==> src/rtl/weight_load_sched_if.sv <==
// Handshake and datapath bundle between the weight-load scheduler, the command
// source, the weight memory, and the weight FIFO / FIFO controller pair.
interface weight_load_sched_if #(
    parameter int ADDR_WIDTH = 16,
    parameter int DATA_WIDTH = 128
);
    logic                  cmd_valid;
    logic                  cmd_ready;
    logic [ADDR_WIDTH-1:0] cmd_addr;
    logic                  cmd_stagger;
    logic                  mem_rd_en;
    logic [ADDR_WIDTH-1:0] mem_rd_addr;
    logic [DATA_WIDTH-1:0] mem_rd_data;
    logic                  fifo_wr_en;
    logic [DATA_WIDTH-1:0] fifo_wr_data;
    logic                  ctrl_active;
    logic                  ctrl_stagger;
    logic                  ctrl_done;

    modport master (
        input  cmd_valid, cmd_addr, cmd_stagger, mem_rd_data, ctrl_done,
        output cmd_ready, mem_rd_en, mem_rd_addr, fifo_wr_en, fifo_wr_data,
               ctrl_active, ctrl_stagger
    );

    modport slave (
        output cmd_valid, cmd_addr, cmd_stagger, mem_rd_data, ctrl_done,
        input  cmd_ready, mem_rd_en, mem_rd_addr, fifo_wr_en, fifo_wr_data,
               ctrl_active, ctrl_stagger
    );
endinterface

==> src/rtl/weight_load_sched.sv <==
// Weight-tile load scheduler: queues tile commands, streams FIFO_DEPTH rows from
// weight memory into the weight FIFO, then hands the tile to the FIFO controller.
module weight_load_sched #(
    parameter int FIFO_DEPTH = 16,
    parameter int ADDR_WIDTH = 16,
    parameter int DATA_WIDTH = 128,
    parameter int CNT_WIDTH  = 8
) (
    input  logic                 clk,
    input  logic                 reset,
    weight_load_sched_if.master  bus,
    output logic                 busy,
    output logic [CNT_WIDTH-1:0] tiles_done
);
    localparam int ROW_W = (FIFO_DEPTH > 1) ? $clog2(FIFO_DEPTH) : 1;
    localparam logic [ROW_W-1:0] LAST_ROW = ROW_W'(FIFO_DEPTH - 1);

    localparam logic [2:0] IDLE      = 3'd0;
    localparam logic [2:0] FETCH     = 3'd1;
    localparam logic [2:0] DRAIN     = 3'd2;
    localparam logic [2:0] HANDOFF   = 3'd3;
    localparam logic [2:0] WAIT_DONE = 3'd4;

    logic [2:0]            state;
    logic [ROW_W-1:0]      row;
    logic                  guard;
    logic [ADDR_WIDTH-1:0] tile_addr;
    logic                  tile_stagger;

    logic [ADDR_WIDTH-1:0] q_addr [2];
    logic                  q_stag [2];
    logic                  wptr;
    logic                  rptr;
    logic [1:0]            q_cnt;
    logic                  q_empty;
    logic                  q_full;
    logic                  push;
    logic                  pop;
    logic                  done_now;
    logic                  fetch;

    logic                  vld_p1;
    logic [DATA_WIDTH-1:0] wr_data;

    // The controller's done is only trusted once it has had a cycle to latch `started`.
    assign done_now = (state == WAIT_DONE) && !guard && bus.ctrl_done;
    assign q_empty  = (q_cnt == 2'd0);
    assign q_full   = (q_cnt == 2'd2);
    // A finishing tile pops the next command directly so FETCH follows immediately.
    assign pop      = !q_empty && ((state == IDLE) || done_now);
    assign bus.cmd_ready = !q_full || pop;
    assign push     = bus.cmd_valid && bus.cmd_ready;

    always_ff @(posedge clk) begin
        if (reset) begin
            wptr  <= 1'b0;
            rptr  <= 1'b0;
            q_cnt <= 2'd0;
        end else begin
            if (push) wptr <= ~wptr;
            if (pop)  rptr <= ~rptr;
            q_cnt <= q_cnt + {1'b0, push} - {1'b0, pop};
        end
    end

    always_ff @(posedge clk) begin
        if (push) begin
            q_addr[wptr] <= bus.cmd_addr;
            q_stag[wptr] <= bus.cmd_stagger;
        end
        if (pop) begin
            tile_addr    <= q_addr[rptr];
            tile_stagger <= q_stag[rptr];
        end
    end

    always_ff @(posedge clk) begin
        if (reset) begin
            state      <= IDLE;
            row        <= '0;
            guard      <= 1'b0;
            tiles_done <= '0;
        end else begin
            case (state)
                IDLE: begin
                    if (pop) begin
                        row   <= '0;
                        state <= FETCH;
                    end
                end
                FETCH: begin
                    row <= row + 1'b1;
                    if (row == LAST_ROW) state <= DRAIN;
                end
                DRAIN:   state <= HANDOFF;
                HANDOFF: begin
                    guard <= 1'b1;
                    state <= WAIT_DONE;
                end
                WAIT_DONE: begin
                    guard <= 1'b0;
                    if (done_now) begin
                        tiles_done <= tiles_done + 1'b1;
                        row        <= '0;
                        state      <= pop ? FETCH : IDLE;
                    end
                end
                default: state <= IDLE;
            endcase
        end
    end

    assign fetch           = (state == FETCH);
    assign bus.mem_rd_en   = fetch;
    assign bus.mem_rd_addr = fetch ? (tile_addr + ADDR_WIDTH'(row)) : '0;

    // p0 -> p1: read strobe follows the memory's one-cycle read latency.
    always_ff @(posedge clk) begin
        if (reset) vld_p1 <= 1'b0;
        else       vld_p1 <= fetch;
    end

    assign wr_data          = vld_p1 ? bus.mem_rd_data : '0;
    assign bus.fifo_wr_en   = vld_p1;
    assign bus.fifo_wr_data = wr_data;

    assign bus.ctrl_active  = (state == HANDOFF);
    assign bus.ctrl_stagger = (state == HANDOFF) && tile_stagger;
    assign busy             = (state != IDLE) || !q_empty;
endmodule

==> src/flat_wrapper.sv <==
// flat-port wrapper written by rule: the top's interface ports become plain ports
module weight_load_sched_flat 
#(
    parameter int FIFO_DEPTH = 16,
    parameter int ADDR_WIDTH = 16,
    parameter int DATA_WIDTH = 128,
    parameter int CNT_WIDTH  = 8
)
  (clk, reset, busy, tiles_done, bus_cmd_valid, bus_cmd_addr, bus_cmd_stagger, bus_mem_rd_data, bus_ctrl_done, bus_cmd_ready, bus_mem_rd_en, bus_mem_rd_addr, bus_fifo_wr_en, bus_fifo_wr_data, bus_ctrl_active, bus_ctrl_stagger);
  weight_load_sched_if #(.ADDR_WIDTH(ADDR_WIDTH), .DATA_WIDTH(DATA_WIDTH)) bus_i ();
  input  logic clk;
  input  logic reset;
  output logic busy;
  output logic [CNT_WIDTH-1:0] tiles_done;
  input wire logic [$bits(bus_i.cmd_valid)-1:0] bus_cmd_valid;
  input wire logic [$bits(bus_i.cmd_addr)-1:0] bus_cmd_addr;
  input wire logic [$bits(bus_i.cmd_stagger)-1:0] bus_cmd_stagger;
  input wire logic [$bits(bus_i.mem_rd_data)-1:0] bus_mem_rd_data;
  input wire logic [$bits(bus_i.ctrl_done)-1:0] bus_ctrl_done;
  output wire logic [$bits(bus_i.cmd_ready)-1:0] bus_cmd_ready;
  output wire logic [$bits(bus_i.mem_rd_en)-1:0] bus_mem_rd_en;
  output wire logic [$bits(bus_i.mem_rd_addr)-1:0] bus_mem_rd_addr;
  output wire logic [$bits(bus_i.fifo_wr_en)-1:0] bus_fifo_wr_en;
  output wire logic [$bits(bus_i.fifo_wr_data)-1:0] bus_fifo_wr_data;
  output wire logic [$bits(bus_i.ctrl_active)-1:0] bus_ctrl_active;
  output wire logic [$bits(bus_i.ctrl_stagger)-1:0] bus_ctrl_stagger;
  assign bus_i.cmd_valid = bus_cmd_valid;
  assign bus_i.cmd_addr = bus_cmd_addr;
  assign bus_i.cmd_stagger = bus_cmd_stagger;
  assign bus_i.mem_rd_data = bus_mem_rd_data;
  assign bus_i.ctrl_done = bus_ctrl_done;
  assign bus_cmd_ready = bus_i.cmd_ready;
  assign bus_mem_rd_en = bus_i.mem_rd_en;
  assign bus_mem_rd_addr = bus_i.mem_rd_addr;
  assign bus_fifo_wr_en = bus_i.fifo_wr_en;
  assign bus_fifo_wr_data = bus_i.fifo_wr_data;
  assign bus_ctrl_active = bus_i.ctrl_active;
  assign bus_ctrl_stagger = bus_i.ctrl_stagger;
  weight_load_sched #(.FIFO_DEPTH(FIFO_DEPTH), .ADDR_WIDTH(ADDR_WIDTH), .DATA_WIDTH(DATA_WIDTH), .CNT_WIDTH(CNT_WIDTH)) u_core (.clk(clk), .reset(reset), .bus(bus_i), .busy(busy), .tiles_done(tiles_done));
endmodule
==> config.mk <==
export PLATFORM = sky130hd
export DESIGN_NAME = weight_load_sched_flat
export DESIGN_NICKNAME = d
export VERILOG_FILES = /design/src/rtl/weight_load_sched_if.sv /design/src/rtl/weight_load_sched.sv /design/src/flat_wrapper.sv
export SDC_FILE = /design/constraint.sdc
export NUM_CORES = 1
export LEC_CHECK = 0
export ABC_AREA = 1
export CORE_AREA = 2 2 120 122
export CTS_BUF_LIST = sky130_fd_sc_hd__clkbuf_4
export DETAILED_ROUTE_END_ITERATION = 8
export DIE_AREA = 0 0 122 124
export GPL_TIMING_DRIVEN = 0
export HOLD_SLACK_MARGIN = 0.02
export PLACE_DENSITY = 0.74
export SYNTH_ARGS = -nofsm -noshare
export SYNTH_HDL_FRONTEND = slang
export SYNTH_SLANG_ARGS = --single-unit
==> constraint.sdc <==
create_clock -name clk -period 2.8 [get_ports clk]
set_input_delay 0.42 -clock clk [delete_from_list [all_inputs] [get_ports clk]]
set_output_delay 0.42 -clock clk [all_outputs]
set_load 0.1 [all_outputs]
Word level (Yosys, flattened, before mapping)
Memory sizes are Yosys's and may differ from the RTL's. A register that Yosys moved wholly into a read port is not among the register bits.
Cells that the tools add are included.
Storage, ports and cells
  bits in latches: 0
  ROM bits: 0
  output and inout bits: 158
  memories: 2
  register bits: 21
  RAM bits: 34
Memory list
  u_core.q_addr: depth 2, bits a word 16, rd ports 1, clocked after Yosys merged registers in 1, wr ports 1, line weight_load_sched.sv:30  | logic [ADDR_WIDTH-1:0] q_addr [2];
  u_core.q_stag: depth 2, bits a word 1, rd ports 1, clocked after Yosys merged registers in 1, wr ports 1, line weight_load_sched.sv:31  | logic q_stag [2];
Cells by class
  eq/ne operators: 9
  multiply operators: 0
  bitwise gates (word level): 2
  $add $sub $neg: 5
  shifts and indexed selects: 0
  reduce and logical (&&, ||, !) cells: 19
  divide/modulo/power cells: 0
  mux-type cells: 13
  order comparisons: 0
Operators with widths (count)
  $mux 128: 1
  $add 16x4->16: 1
  $mux 16: 1
  $pmux 3 s5: 1
  $pmux 4 s3: 1
  $mux 3: 3
  $add 8x1->8 const B: 1
  $mux 4: 2
  $eq 3x2->1 const B: 2
  $reduce_and 3->1: 2
  $reduce_bool 3->1: 2
  $logic_and 1x1->1: 5
  $add 4x1->4 const B: 1
  $eq 4x4->1 const B: 1
  $ne 2x1->1 const B: 2
  $eq 3x1->1 const B: 1
  $eq 3x3->1 const B: 1
  $logic_not 1->1: 3
  $logic_not 3->1: 1
  $logic_or 1x1->1: 3
  $mux 1: 3
  $add 2x1->2: 1
  $eq 2x2->1 const B: 1
  $logic_not 2->1: 1
  6 further kinds: 7

Longest topological paths before layout
Gate-level depths: netlist of the first run.
  depth in word-level cells: 9
  gate-level depth with buffers: 13
  depth with buffers taken out: 13

Worst setup path after synthesis of the first run
No wires, ideal clock.
  path type: register -> output
  start: register u_core.state[0]
  end: output bus_ctrl_stagger
  path buffers: 0
  cell stages (with the launch flop): 5
  arrival time: 3.265 ns
  required time: 2.380 ns
  slack: -0.885 ns
  cells stage by stage: dfxtp_1 nand2_1 nor2_1 inv_1 nor2_1
Between the ends
  longest elaborated chain between the ends: 2
RTL lines
  from (decl): line weight_load_sched.sv:24  | logic [2:0] state;
  from (signal assigned): line weight_load_sched.sv:105  | state <= pop ? FETCH : IDLE;
  $eq 3x2->1
  net bus_ctrl_active: line flat_wrapper.sv:25  | output wire logic [$bits(bus_i.ctrl_active)-1:0] bus_ctrl_active;
  $logic_and 1x1->1: line weight_load_sched.sv:128  | assign bus.ctrl_stagger = (state == HANDOFF) && tile_stagger;
  to (decl): line flat_wrapper.sv:26  | output wire logic [$bits(bus_i.ctrl_stagger)-1:0] bus_ctrl_stagger;
The timed path passes the listed nets, and every way through them passes these cells.

Final worst setup path of the first run
  start: register u_core.vld_p1 (netlist: u_core.bus.fifo_wr_en)
  end: output bus_fifo_wr_data[7]
Between the ends
  longest elaborated chain between the ends: 1
RTL lines
  from (decl): line weight_load_sched.sv:42  | logic vld_p1;
  from (signal assigned): line weight_load_sched.sv:120  | else vld_p1 <= fetch;
  $mux 128: line weight_load_sched.sv:123  | assign wr_data = vld_p1 ? bus.mem_rd_data : '0;
  to (decl): line flat_wrapper.sv:24  | output wire logic [$bits(bus_i.fifo_wr_data)-1:0] bus_fifo_wr_data;
No other way between the ends.

==> reports/results.tsv, run 1 <==
metric	value	unit
WP data required	2380	ps
Hold/Removal Path Class	flop to flop	
cell row count	43	
Mapped Nets	805	
final wirelength	18.76	mm
die area	15130	sq um
Crit Path Class	flop to primary output	
WHS Path Cells	2	
most frequent cell after synthesis	nand2_1	
largest net degree at the start of global routing	20	
slowest cell delay on critical path	550	ps
detailed placement HPWL	16.38	mm
initial antenna violation count	10	
CTS tree	yes	
H-tree Lvls	3	
first-pass GRT wire length	25.15	mm
share of post-route cells with drive strength above 1	19.71	%
Post-CTS Setup Bufs	0	
fill count	1333	
DRT Pass-1 Iters	4	
CTS hold repair buffers	0	
Synth Flop Type	edfxtp_1	
Final #Nets	1122	
Leakage	0.004249	uW
met3 Use GR	9.936	%
DRT antenna net count	0	
Worst VDD drop	575.3	uV
Global Route met2 Usage	38.55	%
core footprint	13720	sq um
ranking of synthesized cells by area	edfxtp_1, nand2_1, inv_1	
Netlist cell types	28	
outcome	completed	
max-slew violations	0	
r2r endpoint	u_core.q_cnt[1]$_SDFF_PP0_	
CTS max path bufs	2	
port bufs	306	
IO Pins	307	
Synth-to-Final Area Change	78.14	%
crit path from	u_core.bus.fifo_wr_en$_SDFF_PP0_	
cell area after layout	7739	sq um
Peak Freq	0.3681	GHz
endpoints failing setup	0	
placed cells	1133	
Post-synth EDFFs	51	
vias in the first global route	4193	
critical path's slowest cell	clkdlybuf4s18_2	
Worst-path clk slew	130	ps
Worst Setup End Kind	primary output	
Synth Instances	647	
Worst Hold Launch	u_core.guard$_SDFFE_PP0P_	
Pwr Total	7747	uW
Slew @ Worst Pin	1022	ps
minimum clock period	2717	ps
worst reg2reg startpoint	u_core.state[0]$_SDFFE_PP0P_	
MaxCap Viol Count	0	
clk sink count	72	
GRT overflow	0	
R2R cell count	13	
leading area contributor after synthesis	edfxtp_1	
Post-DP Area	7671	sq um
WL per Instance	16.21	microns
CP cell instances	clkbuf_2 -> clkbuf_1 -> nand2_1 -> inv_1 -> clkdlybuf4s18_2	
WP buf/inv	4	
endpoints failing hold	0	
P per Cell Area	1001	nW/um^2
fin cells	1157	
relative slew slack	31.68	%
CTS root buf	clkbuf_4	
register bit total from synthesis	72	
via count	4864	
Tot GR Track Use	23.19	%
Hold Path End	u_core.guard$_SDFFE_PP0P_	
Yosys top cell area share	35.25	%
crit path max fanout	10	
FFs w/ async S/R, synth	0	%
Starting Density	31.66	%
CTS buffer count	9	
met1 usage	27.01	%
DRC Markers	0	
WP data arrival	2300	ps
Worst R2R Setup Slack	550	ps
die width	122	microns
skew final	11.91	ps
Avg Cell Area, Syn	6.714	sq um
yosys warns	0	
drt first-iter violations	232	
Die H	124	microns
Critical Path Start Type	flop	
GPL Wtd Cong	0.9114	
Post-Syn Area	4344	sq um
synth cell count leaders	nand2_1, inv_1, edfxtp_1	
Skew-Pair Late Insertion Delay	420	ps
Final Cycle Share	97.03	%
GRT busiest layer	met2	
register area share after synthesis	44.93	%
Top Family by Delay on Critical Path	buffers and inverters	
Vias/cell	4.204	
-- final cells by class --
class | count | area (sq um) | area share (%)
repair buffers | 306 | 2913 | 37.64
flip-flops and latches | 72 | 1956 | 25.27
multi-input cells | 380 | 1710 | 22.10
inverters | 175 | 656.9 | 8.488
well taps | 180 | 225.2 | 2.910
clock inverters | 7 | 103.9 | 1.342
plain buffers | 20 | 86.33 | 1.116
clock buffers | 9 | 67.56 | 0.8731
diodes | 8 | 20.02 | 0.2587
-- per-layer routing --
metal	share of wire [%]	wire length, microns
met1	38	7149
met2	50	9449
met3	10	1929
met4	1.1	197
met5	0.18	34
-- sequential cells by signal, indices dropped and copies added, names as in the netlist --
signal,cells
u_core.q_cnt,2
u_core.tile_addr,16
u_core.bus.fifo_wr_en,1
u_core.guard,1
u_core.state,3
u_core.q_stag,2
u_core.wptr,1
u_core.row,4
u_core.tiles_done,8
u_core.q_addr,32
u_core.rptr,1
u_core.tile_stagger,1
-- worst max path at each step --
stage / endpoint / slack, ps / cells after the start
final: bus_fifo_wr_data[7] / 80 / 5
after detailed placement: bus_mem_rd_addr[12] / -440 / 11
after floorplan: bus_mem_rd_addr[2] / -200 / 6
after global routing: bus_mem_rd_addr[12] / -3 / 11
after CTS: bus_fifo_wr_data[20] / 0.5 / 5
after global placement: bus_mem_rd_addr[12] / -410 / 11
-- per-stage QoR --
stage               hold slack, ps  TNS [ps]  utilization (%)  setup WS (ps)
floorplan                    440.2    -200.6                -         -200.6
global placement             454.0    -27060            55.91         -408.1
detailed placement           456.5    -28170            55.91         -439.0
CTS                          475.3         0            57.68         0.5029
global route                 511.7    -5.651            56.33         -3.372
finish                       475.9         0            56.41          83.16
-- report_power, final --
part | switching [uW] | internal [uW]
clock network | 391 | 373
registers | 169 | 1460
logic | 4270 | 1090
-- cell families after synthesis --
family	Yosys count	synth area share (%)
fa+ha+maj	9	2.765
xor+xnor	1	0.2016
flops	72	44.93
simple gates	337	31.19
compound gates	33	3.917
buf+inv	195	16.99
-- repair_timing --
item / CTS / global route
gates resized for setup: 467 / 120
gates cloned: 0 / 0
endpoints found under the setup margin: 147 / 76
-- cells in the final DEF (no fill, tap or decap), types with 2 or more instances in the layout --
master,Yosys,layout
a21oi_1,18,17
a31oi_1,2,2
buf_1,2,2
buf_2,2,46
buf_4,1,5
buf_6,0,4
bufinv_16,0,2
clkbuf_1,15,11
clkbuf_2,0,4
clkbuf_4,0,11
clkdlybuf4s15_2,0,62
clkdlybuf4s18_2,0,18
clkdlybuf4s50_1,0,159
clkinv_4,0,3
dfxtp_1,21,20
diode_2,0,8
dlygate4sd2_1,0,10
edfxtp_1,51,51
ha_1,8,7
inv_1,170,169
inv_2,4,5
inv_6,0,2
nand2_1,253,252
nand2_2,1,2
nand3_1,26,26
nand3_2,2,2
nand4_1,4,4
nor2_1,43,28
nor2_2,1,16
nor3_1,3,3
o21ai_0,12,10
o21ai_1,0,2
-- worst min-delay path, delay by kind of cell, from the launching register on --
family,cells,cell delay (ps)
DFF,1,330
and+or+nand+nor,1,60
AOI/OAI and AO/OA,1,50
(Power assumes the default switching activity.)
==> run 2: changes to the inputs <==
Settings changed: SETUP_SLACK_MARGIN from default to 0.15.
==> reports/results.tsv, run 2 (same netlist as run 1, synthesis figures left out) <==
metric	value	unit	change
Biggest register	u_core.q_addr		unchanged
Starting Density	31.66	%	unchanged
Critical Path Start Type	flop		unchanged
skew final	13.70	ps	was 11.91 ps
MaxCap Viol Count	0		unchanged
detailed placement HPWL	16.38	mm	unchanged
DRT antenna net count	0		unchanged
share of post-route cells with drive strength above 1	21.81	%	was 19.71%
GRT overflow	0		unchanged
Skew-Pair Late Insertion Delay	430	ps	was 420 ps
most common cell after layout, fill and taps aside	nand2_1		unchanged
DRC Markers	0		unchanged
core footprint	13720	sq um	unchanged
CTS buffer count	9		unchanged
WL per Instance	16.31	microns	was 16.21 microns
Synth-to-Final Area Change	72.87	%	was 78.14%
Final WS setup	216.1	ps	was 83.16 ps
Most Frequent Cell on Critical Path	nand2_1		
CP cell instances	ha_4 -> inv_1 -> fa_2 -> inv_2 -> nand3_1 -> nand2_2 -> nand2_1 -> nand2_1 -> nand2_1 -> nor2_2 -> buf_12		was clkbuf_2 -> clkbuf_1 -> nand2_1 -> inv_1 -> clkdlybuf4s18_2
Post-DP Area	7671	sq um	unchanged
first-pass GRT wire length	25.25	mm	was 25.15 mm
critical path's slowest cell	edfxtp_1		was clkdlybuf4s18_2
Top Registers	u_core.q_addr: 32 flops, u_core.tile_addr: 16 flops, u_core.tiles_done: 8 flops		unchanged
final wirelength	18.88	mm	was 18.76 mm
largest net degree at the start of global routing	20		unchanged
WP data arrival	2160	ps	was 2300 ps
die area	15130	sq um	unchanged
cell row count	43		unchanged
port bufs	306		unchanged
Largest register FFs	32		unchanged
Worst-path clk slew	130	ps	about the same
placed cells	1133		unchanged
DRT Pass-1 Iters	5		was 4
Worst Setup End Kind	primary output		unchanged
vias in the first global route	4151		was 4193
CTS max path bufs	2		unchanged
Hold/Removal Path Class	flop to flop		unchanged
Final Cycle Share	92.28	%	was 97.03%
pre-CTS setup slack	-439.0	ps	unchanged
Worst VDD drop	574.3	uV	was 575.3 uV
clk sink count	72		unchanged
die width	122	microns	unchanged
fin cells	1157		unchanged
outcome	completed		unchanged
slowest cell delay on critical path	390	ps	was 550 ps
H-tree Lvls	3		unchanged
Tot GR Track Use	23.28	%	was 23.19%
WP buf/inv	3		was 4
Peak Freq	0.3870	GHz	was 0.3681 GHz
Crit Path Class	flop to primary output		unchanged
endpoints failing setup	0		unchanged
initial antenna violation count	7		was 10
IO Pins	307		unchanged
max-slew violations	0		unchanged
crit path max fanout	7		was 10
relative slew slack	32.15	%	was 31.68%
cell area after layout	7510	sq um	was 7739 sq um
Slew @ Worst Pin	1015	ps	was 1022 ps
Vias/cell	4.216		was 4.204
GPL Wtd Cong	0.9114		unchanged
Leakage	0.004399	uW	was 0.004249 uW
drt first-iter violations	255		was 232
RSZ-0062 raised after global routing	yes		
Die H	124	microns	unchanged
via count	4878		was 4864
Final #Nets	1125		was 1122
P per Cell Area	1043	nW/um^2	was 1001 nW/um^2
CTS tree	yes		unchanged
Top Family by Delay on Critical Path	simple AND/OR/NAND/NOR gates		was buffers and inverters
minimum clock period	2584	ps	was 2717 ps
WP data required	2380	ps	about the same
CTS root buf	clkbuf_4		unchanged
most frequent cells in the layout	nand2_1, inv_1, clkdlybuf4s50_1, buf_2, edfxtp_1		was nand2_1, inv_1, clkdlybuf4s50_1, clkdlybuf4s15_2, edfxtp_1
endpoints failing hold	0		unchanged
-- run 2: changes by cell type in the layout (fill, tap and decap cells not counted), sizes merged --
cell	previous run	this run
clkdlybuf4s15	63	3
buf	59	116
clkbuf	26	52
clkdlybuf4s18	18	0
diode	8	5
clkdlybuf4s50	159	157
-- run 2: timing repair --
item / CTS / global route
hold buffers: 0 / 0
setup buffers: 1 / 2
pin swaps: 1 / 7
endpoints found under the setup margin: 149 / 107
resized for setup: 696 / 110
-- run 2: per-stage QoR --
step / util, % / setup TNS, ps / power (uW) / hold WS, ps
3_3_place_gp: 55.91 / -27060 / 7110 / 454.0
4_1_cts: 54.04 / 0 / 7714 / 475.3
5_1_grt: 54.66 / 0 / 8239 / 521.4
3_5_place_dp: 55.91 / -28170 / 7151 / 456.5
6_report: 54.74 / 0 / 7833 / 476.3
2_1_floorplan: - / -200.6 / 5743 / 440.2
-- run 2: worst reg2reg max path: stages, from the launching register on --
cell and delay [ps]:
dfxtp_1 380, nor2_2 170, nand2_1 100, inv_2 80
nand2_4 100, nand2_1 80, nand2_1 90, inv_2 320
ha_1 300, inv_1 60, ha_1 150, xnor2_1 130
o21ai_0 100, a21oi_1 140
-- run 2: cell type report --
type | instances | area [sq um]
clock buffers | 9 | 67.56
clock inverters | 7 | 103.9
well taps | 180 | 225.2
plain buffers | 20 | 90.09
repair buffers | 309 | 2614
diodes | 5 | 12.51
flip-flops and latches | 72 | 1958
multi-input cells | 380 | 1782
fillers | 1360 | 6210
inverters | 175 | 656.9
-- run 2: path summary, 6_finish.rpt --
kind | from | slack, ps | cells past startpoint | end
setup / recovery | u_core.tile_addr[0]$_DFFE_PP_ | 220 | 11 | bus_mem_rd_addr[12]
hold / removal | u_core.guard$_SDFFE_PP0P_ | 480 | 2 | u_core.guard$_SDFFE_PP0P_
setup reg to reg | u_core.state[0]$_SDFFE_PP0P_ | 540 | 13 | u_core.q_cnt[1]$_SDFF_PP0_
hold reg to reg | u_core.guard$_SDFFE_PP0P_ | 480 | 2 | u_core.guard$_SDFFE_PP0P_
-- run 2: layer usage --
metal	vias to the layer above	global-route usage (%)	part of all wire, %
met3	18	9.982	11
met2	188	39.11	50
li1	2551	-	-
met4	6	5.101	1.2
met1	2115	27.80	38
met5	-	0	0.18
-- run 2: report_power, final --
| group | switching (uW) | internal [uW] | total [uW] |
|---|---|---|---|
| Clock | 394 | 373 | 766 |
| Sequential | 172 | 1460 | 1630 |
| Combinational | 4320 | 1120 | 5440 |
| Total | 4890 | 2950 | 7830 |
